[src/rtl/demux_distributor_if.sv]
// Shared-bus interface between the 4:1 channel mux and the demux distributor.
// The master drives the word stream; the slave returns the channel outputs and status strobes.
interface demux_distributor_if #(
   parameter int WIDTH = 3
);
   logic             in_valid;
   logic             mode;
   logic [1:0]       sel;
   logic [WIDTH-1:0] din;
   logic [WIDTH-1:0] a;
   logic [WIDTH-1:0] b;
   logic [WIDTH-1:0] c;
   logic [WIDTH-1:0] d;
   logic [3:0]       upd;
   logic [1:0]       rr_ptr;
   logic             frame_done;
   logic             ovr;

   modport master (
      output in_valid, mode, sel, din,
      input  a, b, c, d, upd, rr_ptr, frame_done, ovr
   );

   modport slave (
      input  in_valid, mode, sel, din,
      output a, b, c, d, upd, rr_ptr, frame_done, ovr
   );
endinterface

[src/rtl/demux_distributor.sv]
// Distributes one word per valid cycle into four registered channels, either by SEL or by a
// round-robin pointer, and tracks per-frame completion and channel overwrites.
module demux_distributor #(
   parameter int WIDTH = 3
) (
   input  logic                clk,
   input  logic                rst_n,
   demux_distributor_if.slave  bus
);

   logic [WIDTH-1:0] chan_r [4];
   logic [3:0]       upd_r;
   logic [1:0]       rr_ptr_r;
   logic [3:0]       mask_r;
   logic             frame_done_r;
   logic             ovr_r;

   logic [1:0]       tgt_s;
   logic [3:0]       tgt_oh_s;
   logic             hit_s;
   logic [3:0]       nm_s;
   logic             done_s;

   function automatic logic [3:0] onehot(input logic [1:0] idx);
      logic [3:0] oh;
      case (idx)
         2'd0:    oh = 4'b0001;
         2'd1:    oh = 4'b0010;
         2'd2:    oh = 4'b0100;
         2'd3:    oh = 4'b1000;
         default: oh = 4'b0000;
      endcase
      return oh;
   endfunction

   // Target selection and next written-mask; an overwrite leaves the mask untouched.
   always_comb begin
      tgt_s    = 2'd0;
      tgt_oh_s = 4'b0000;
      hit_s    = 1'b0;
      nm_s     = mask_r;
      done_s   = 1'b0;
      if (bus.mode) begin
         tgt_s = rr_ptr_r;
      end else begin
         tgt_s = bus.sel;
      end
      tgt_oh_s = onehot(tgt_s);
      hit_s    = |(mask_r & tgt_oh_s);
      if (hit_s) begin
         nm_s = mask_r;
      end else begin
         nm_s = mask_r | tgt_oh_s;
      end
      done_s = (nm_s == 4'b1111);
   end

   // Channel registers, pointer, mask and single-cycle strobes.
   always_ff @(posedge clk) begin
      if (!rst_n) begin
         for (int i = 0; i < 4; i++) begin
            chan_r[i] <= {WIDTH{1'b0}};
         end
         upd_r        <= 4'b0000;
         rr_ptr_r     <= 2'd0;
         mask_r       <= 4'b0000;
         frame_done_r <= 1'b0;
         ovr_r        <= 1'b0;
      end else if (bus.in_valid) begin
         for (int i = 0; i < 4; i++) begin
            if (tgt_oh_s[i]) begin
               chan_r[i] <= bus.din;
            end
         end
         upd_r <= tgt_oh_s;
         if (bus.mode) begin
            rr_ptr_r <= rr_ptr_r + 2'd1;
         end
         ovr_r        <= hit_s;
         frame_done_r <= done_s;
         // A completed frame clears the mask so the next frame starts empty.
         if (done_s) begin
            mask_r <= 4'b0000;
         end else begin
            mask_r <= nm_s;
         end
      end else begin
         upd_r        <= 4'b0000;
         frame_done_r <= 1'b0;
         ovr_r        <= 1'b0;
      end
   end

   assign bus.a          = chan_r[0];
   assign bus.b          = chan_r[1];
   assign bus.c          = chan_r[2];
   assign bus.d          = chan_r[3];
   assign bus.upd        = upd_r;
   assign bus.rr_ptr     = rr_ptr_r;
   assign bus.frame_done = frame_done_r;
   assign bus.ovr        = ovr_r;

endmodule

[src/flat_wrapper.sv]
// flat-port wrapper written by rule: the top's interface ports become plain ports
module demux_distributor_flat 
#(
   parameter int WIDTH = 3
)
  (clk, rst_n, bus_in_valid, bus_mode, bus_sel, bus_din, bus_a, bus_b, bus_c, bus_d, bus_upd, bus_rr_ptr, bus_frame_done, bus_ovr);
  demux_distributor_if #(.WIDTH(WIDTH)) bus_i ();
  input  logic clk;
  input  logic rst_n;
  input wire logic [$bits(bus_i.in_valid)-1:0] bus_in_valid;
  input wire logic [$bits(bus_i.mode)-1:0] bus_mode;
  input wire logic [$bits(bus_i.sel)-1:0] bus_sel;
  input wire logic [$bits(bus_i.din)-1:0] bus_din;
  output wire logic [$bits(bus_i.a)-1:0] bus_a;
  output wire logic [$bits(bus_i.b)-1:0] bus_b;
  output wire logic [$bits(bus_i.c)-1:0] bus_c;
  output wire logic [$bits(bus_i.d)-1:0] bus_d;
  output wire logic [$bits(bus_i.upd)-1:0] bus_upd;
  output wire logic [$bits(bus_i.rr_ptr)-1:0] bus_rr_ptr;
  output wire logic [$bits(bus_i.frame_done)-1:0] bus_frame_done;
  output wire logic [$bits(bus_i.ovr)-1:0] bus_ovr;
  assign bus_i.in_valid = bus_in_valid;
  assign bus_i.mode = bus_mode;
  assign bus_i.sel = bus_sel;
  assign bus_i.din = bus_din;
  assign bus_a = bus_i.a;
  assign bus_b = bus_i.b;
  assign bus_c = bus_i.c;
  assign bus_d = bus_i.d;
  assign bus_upd = bus_i.upd;
  assign bus_rr_ptr = bus_i.rr_ptr;
  assign bus_frame_done = bus_i.frame_done;
  assign bus_ovr = bus_i.ovr;
  demux_distributor #(.WIDTH(WIDTH)) u_core (.clk(clk), .rst_n(rst_n), .bus(bus_i));
endmodule
[config.mk]
export PLATFORM = sky130hd
export DESIGN_NAME = demux_distributor_flat
export DESIGN_NICKNAME = d
export VERILOG_FILES = /design/src/rtl/demux_distributor_if.sv /design/src/rtl/demux_distributor.sv /design/src/flat_wrapper.sv
export SDC_FILE = /design/constraint.sdc
export NUM_CORES = 1
export LEC_CHECK = 0
export ABC_AREA = 1
export BUFFER_PORTS_ARGS = -buffer_cell sky130_fd_sc_hd__buf_2
export CAP_MARGIN = 0
export CELL_PAD_IN_SITES_DETAIL_PLACEMENT = 0
export CELL_PAD_IN_SITES_GLOBAL_PLACEMENT = 1
export CORE_MARGIN = 3
export CORE_UTILIZATION = 39
export DETAILED_ROUTE_END_ITERATION = 8
export GPL_TIMING_DRIVEN = 0
export PLACE_DENSITY = 0.8
export SYNTH_ARGS = -nofsm -noshare
export SYNTH_HDL_FRONTEND = slang
export SYNTH_SLANG_ARGS = --single-unit
[constraint.sdc]
create_clock -name clk -period 2 [get_ports clk]
set_input_delay 0.1 -clock clk [delete_from_list [all_inputs] [get_ports clk]]
set_output_delay 0.1 -clock clk [all_outputs]
set_load 0.02 [all_outputs]
# Word level (Yosys, flattened, before mapping)
# Memories as Yosys holds them, arrays and structs flattened.
# Index checks and enable logic that the tools add are counted.
[word_totals] inputBits=9 memories=1 wordCells=46 regBits=12 ram_bits=12 out_inout_bits=20
[mem_list] name="u_core.chan_r" words=4 word_bits=3 rd=4 rd_clocked_by_memory_dff=0 write_ports=4 line_no="demux_distributor.sv:11" text="logic [WIDTH-1:0] chan_r [4];"
[classes] add_sub_neg=1 muxes=25 reduce_logical=4 bitwise=6 eq_ne=4
[ops] op="$mux W1" n=17
[ops] op="$pmux W4 S4" n=1
[ops] op="$mux W3" n=4
[ops] op="$mux W4" n=2
[ops] op="$and A4 B4 Y4" n=1
[ops] op="$eq A2 B2 Y1 const B" n=2
[ops] op="$eq A4 B4 Y1 const B" n=1
[ops] op="$or A1 B1 Y1" n=4
[ops] op="$or A4 B4 Y4" n=1
[ops] op="$reduce_and A2 Y1" n=2
[ops] op="$reduce_or A4 Y1" n=1
[ops] op="$add A2 B1 Y2 const B" n=1
[ops] op="$eq A2 B1 Y1 const B" n=1
[ops] op="$logic_not A2 Y1" n=1
[ops] op="$mux W2" n=1

# Depth between registers and ports, before layout
[logic_depth] depth_word=8 mapped_depth=10

# Least setup slack after synthesis
# No wires, ideal clock.
[synth_path] kind="reg2reg" startpoint="reg u_core.rr_ptr_r[1], in the netlist u_core.bus.rr_ptr[1]" endpoint="mem u_core.chan_r[3][0] (enable)" path_stages_with_launch=5 arrival_ns=1.022 required_time_ns=1.656 path_slack_ns=0.633 cell_sequence="dfxtp_1 nand2_1 nand2_2 nand2_1 o21ai_0"
[synth_lines] item="start, declared" line_no="demux_distributor.sv:13" text="logic [1:0] rr_ptr_r;"
[synth_lines] item="start signal, assigned" line_no="demux_distributor.sv:77" text="rr_ptr_r <= rr_ptr_r + 2'd1;"
[synth_lines] item="end, declared" line_no="demux_distributor.sv:11"

==> out/qor.yml <==
start_util_pct: 43.6
io_pins: 29
avgSynthCellArea_sq_um: 8.43
post_cts_resized: 0
netlist_instances: 121
power_w: 0.00102
fill_cells: 229
clk_path_buf_depth: 2
rows: 17
hold_viol: 0
drc: 0
async_flop_share_pct: 0
synth_area_leaders: "edfxtp_1 35%, dfxtp_1 24%, nand2_1 11%"
htreeDepth: 1
hp-class: "input pin to flop"
grt_pass1_wl_mm: 3.31
routed_wirelength_mm: 1.94
gp_congestion: 0.771
ys_ff_latch: 24
drv_slew: 0
portBuffers: 28
crit_type: "flop to flop"
synth_edf_count: 12
syn_area_sq_mm: 0.00102
synth_commonest_cells: "30 x nand2_1, 25 x nor2_1, 15 x inv_1, 12 x dfxtp_1, 12 x edfxtp_1"
max_freq_mhz: 689
clk_pin_slew_ns: 0.13
worstPathRequired_ns: 1.98
cts_root_buf: "clkbuf_4"
yosys.area.top_type: "edfxtp_1"
post_cts_buffers: 0
relSlewSlack_pct: 71.3
status: "finished, final reports clean"
die_x_um: 57.1
firstDrtPassIters: 4
synth.yosys.seq_area_share_pct: 58.9
drive_gt1_share_pct: 30.7
groute.usage.overall_pct: 12.9
end_kind: "flop"
synth_nets: 130
clk_latency_ns: 0.30
grt_pass1_vias: 735
coreArea_sq_mm: 0.00234
fin_worst_skew_ns: 0.00121
cts_hold_buf: 0
synthDistinctLibCells: 16
synthToLayoutAreaGrowth_pct: 22.3
fin_hold_ws_ns: 0.0573
die_y_um: 57.1
rsz0062_at_grt: "false"
total_leakage_power_nw: 0.635
cts_tree: "done"
power_density_mw_per_mm2: 817
setup_viol: 0
placed_cells: 177
grt_max_degree: 15
cap_viol_max_count: 0
clock-sinks: 24
numCtsBuffers: 3
final_nets: 163
antenna_left: 0
ys_warn_count: 0
via_per_inst: 4.45
grt-ovfl-total: 0
cp.arrival_ns: 1.43
min_period_over_period_pct: 72.6
tightest_slew_ns: 0.426
max-vdd-ir-drop_v: 0.000485
setup_tns_ns: 0
yosys_most_used_dff: "edfxtp_1"
synth_most_common_cell: "nand2_1"
hpwl_mm: 1.55
wire_per_inst_um: 10.7
vias: 806
antenna_found_initial: 0
instances_no_fill: 181
start_kind: "flop"
die_area_sq_mm: 0.00326
min_period_ns: 1.45
synth_top_area_share_pct: 35.3
antenna_cells: 0
worst-path-max-fanout: 4
drtIter0Drc: 21
-- state kept, by name (all words and copies together) (netlist names) --
| register | flops |
|---|---|
| u_core.chan_r | 12 |
| u_core.bus.upd | 4 |
| u_core.mask_r | 4 |
| u_core.bus.rr_ptr | 2 |
| u_core.bus.frame_done | 1 |
| u_core.bus.ovr | 1 |
-- routing by layer --
| layer | part of all wire, % | GRT usage [%] |
|---|---|---|
| met5 | 0 | 0 |
| met4 | 0.93 | 4.97 |
| met3 | 6.7 | 2.71 |
| met2 | 50 | 21.7 |
| met1 | 42 | 16.1 |
-- logic make-up after synthesis --
kind of cell / share of synthesized area, %
compound gates: 3.93
simple gates: 29.1
flops: 58.9
buf+inv: 8.10
-- worst max-delay path: stages, from the launching register on --
cell and delay (ns):
dfxtp_1 0.34, inv_1 0.08, nand2_1 0.06, nand2_1 0.13, nand2_1 0.13, o21ai_0 0.38
-- worst paths after layout --
| path | from | to | slack, ns | cells past startpoint |
|---|---|---|---|---|
| setup / recovery | u_core.bus.rr_ptr[1]$_SDFFE_PN0P_ | u_core.chan_r[1][1]$_SDFFCE_PN0P_ | 0.55 | 5 |
| hold / removal | bus_in_valid | u_core.bus.rr_ptr[0]$_SDFFE_PN0P_ | 0.06 | 3 |
| setup reg to reg | u_core.bus.rr_ptr[1]$_SDFFE_PN0P_ | u_core.chan_r[1][1]$_SDFFCE_PN0P_ | 0.55 | 5 |
| hold reg to reg | u_core.mask_r[2]$_SDFFE_PN0P_ | u_core.mask_r[2]$_SDFFE_PN0P_ | 0.51 | 2 |
-- cell type report --
| cell class | instances | area, sq um | area share [%] |
|---|---|---|---|
| buffer | 1 | 7.51 | 0.602 |
| clock buffer | 3 | 22.5 | 1.81 |
| clock inverter | 1 | 30.0 | 2.41 |
| inverter | 20 | 75.1 | 6.02 |
| multi-input combinational | 76 | 337 | 27.0 |
| sequential | 24 | 601 | 48.1 |
| tap | 28 | 35.0 | 2.81 |
| timing repair buffer | 28 | 140 | 11.2 |
-- power breakdown --
| part | switching [W] | leakage [nW] | total (W) | internal (W) |
|---|---|---|---|---|
| registers | 0.00000719 | 0.222 | 0.000547 | 0.000540 |
| logic | 0.0000905 | 0.385 | 0.000130 | 0.0000394 |
| clock network | 0.000140 | 0.0279 | 0.000343 | 0.000202 |
-- cells in the final DEF, fill, tap and decap left out --
| cell | synthesis | layout |
|---|---|---|
| nand2_1 | 30 | 30 |
| buf_2 | 0 | 28 |
| nor2_1 | 25 | 25 |
| inv_1 | 15 | 15 |
| dfxtp_1 | 12 | 12 |
| edfxtp_1 | 12 | 12 |
| inv_2 | 5 | 5 |
| nand2_2 | 5 | 5 |
| o21ai_0 | 4 | 4 |
| a21oi_1 | 3 | 3 |
| nand3_1 | 3 | 3 |
| clkbuf_4 | 0 | 3 |
| nand3_2 | 2 | 2 |
| buf_4 | 1 | 1 |
| o21ai_1 | 1 | 1 |
| nand4_1 | 1 | 1 |
| nor2_2 | 1 | 1 |
| nor2_4 | 1 | 1 |
| bufinv_16 | 0 | 1 |
-- stage by stage --
stage	instance area, sq um	utilization (%)	worst slack [ns]
after floorplan	1020	-	0.633
after CTS	1250	53.3	0.536
after global placement	1190	51.1	0.595
after global routing	1250	53.3	0.408
final	1250	53.3	0.548
after detailed placement	1190	51.1	0.552
Note: power is estimated with default switching activity, not from simulation.
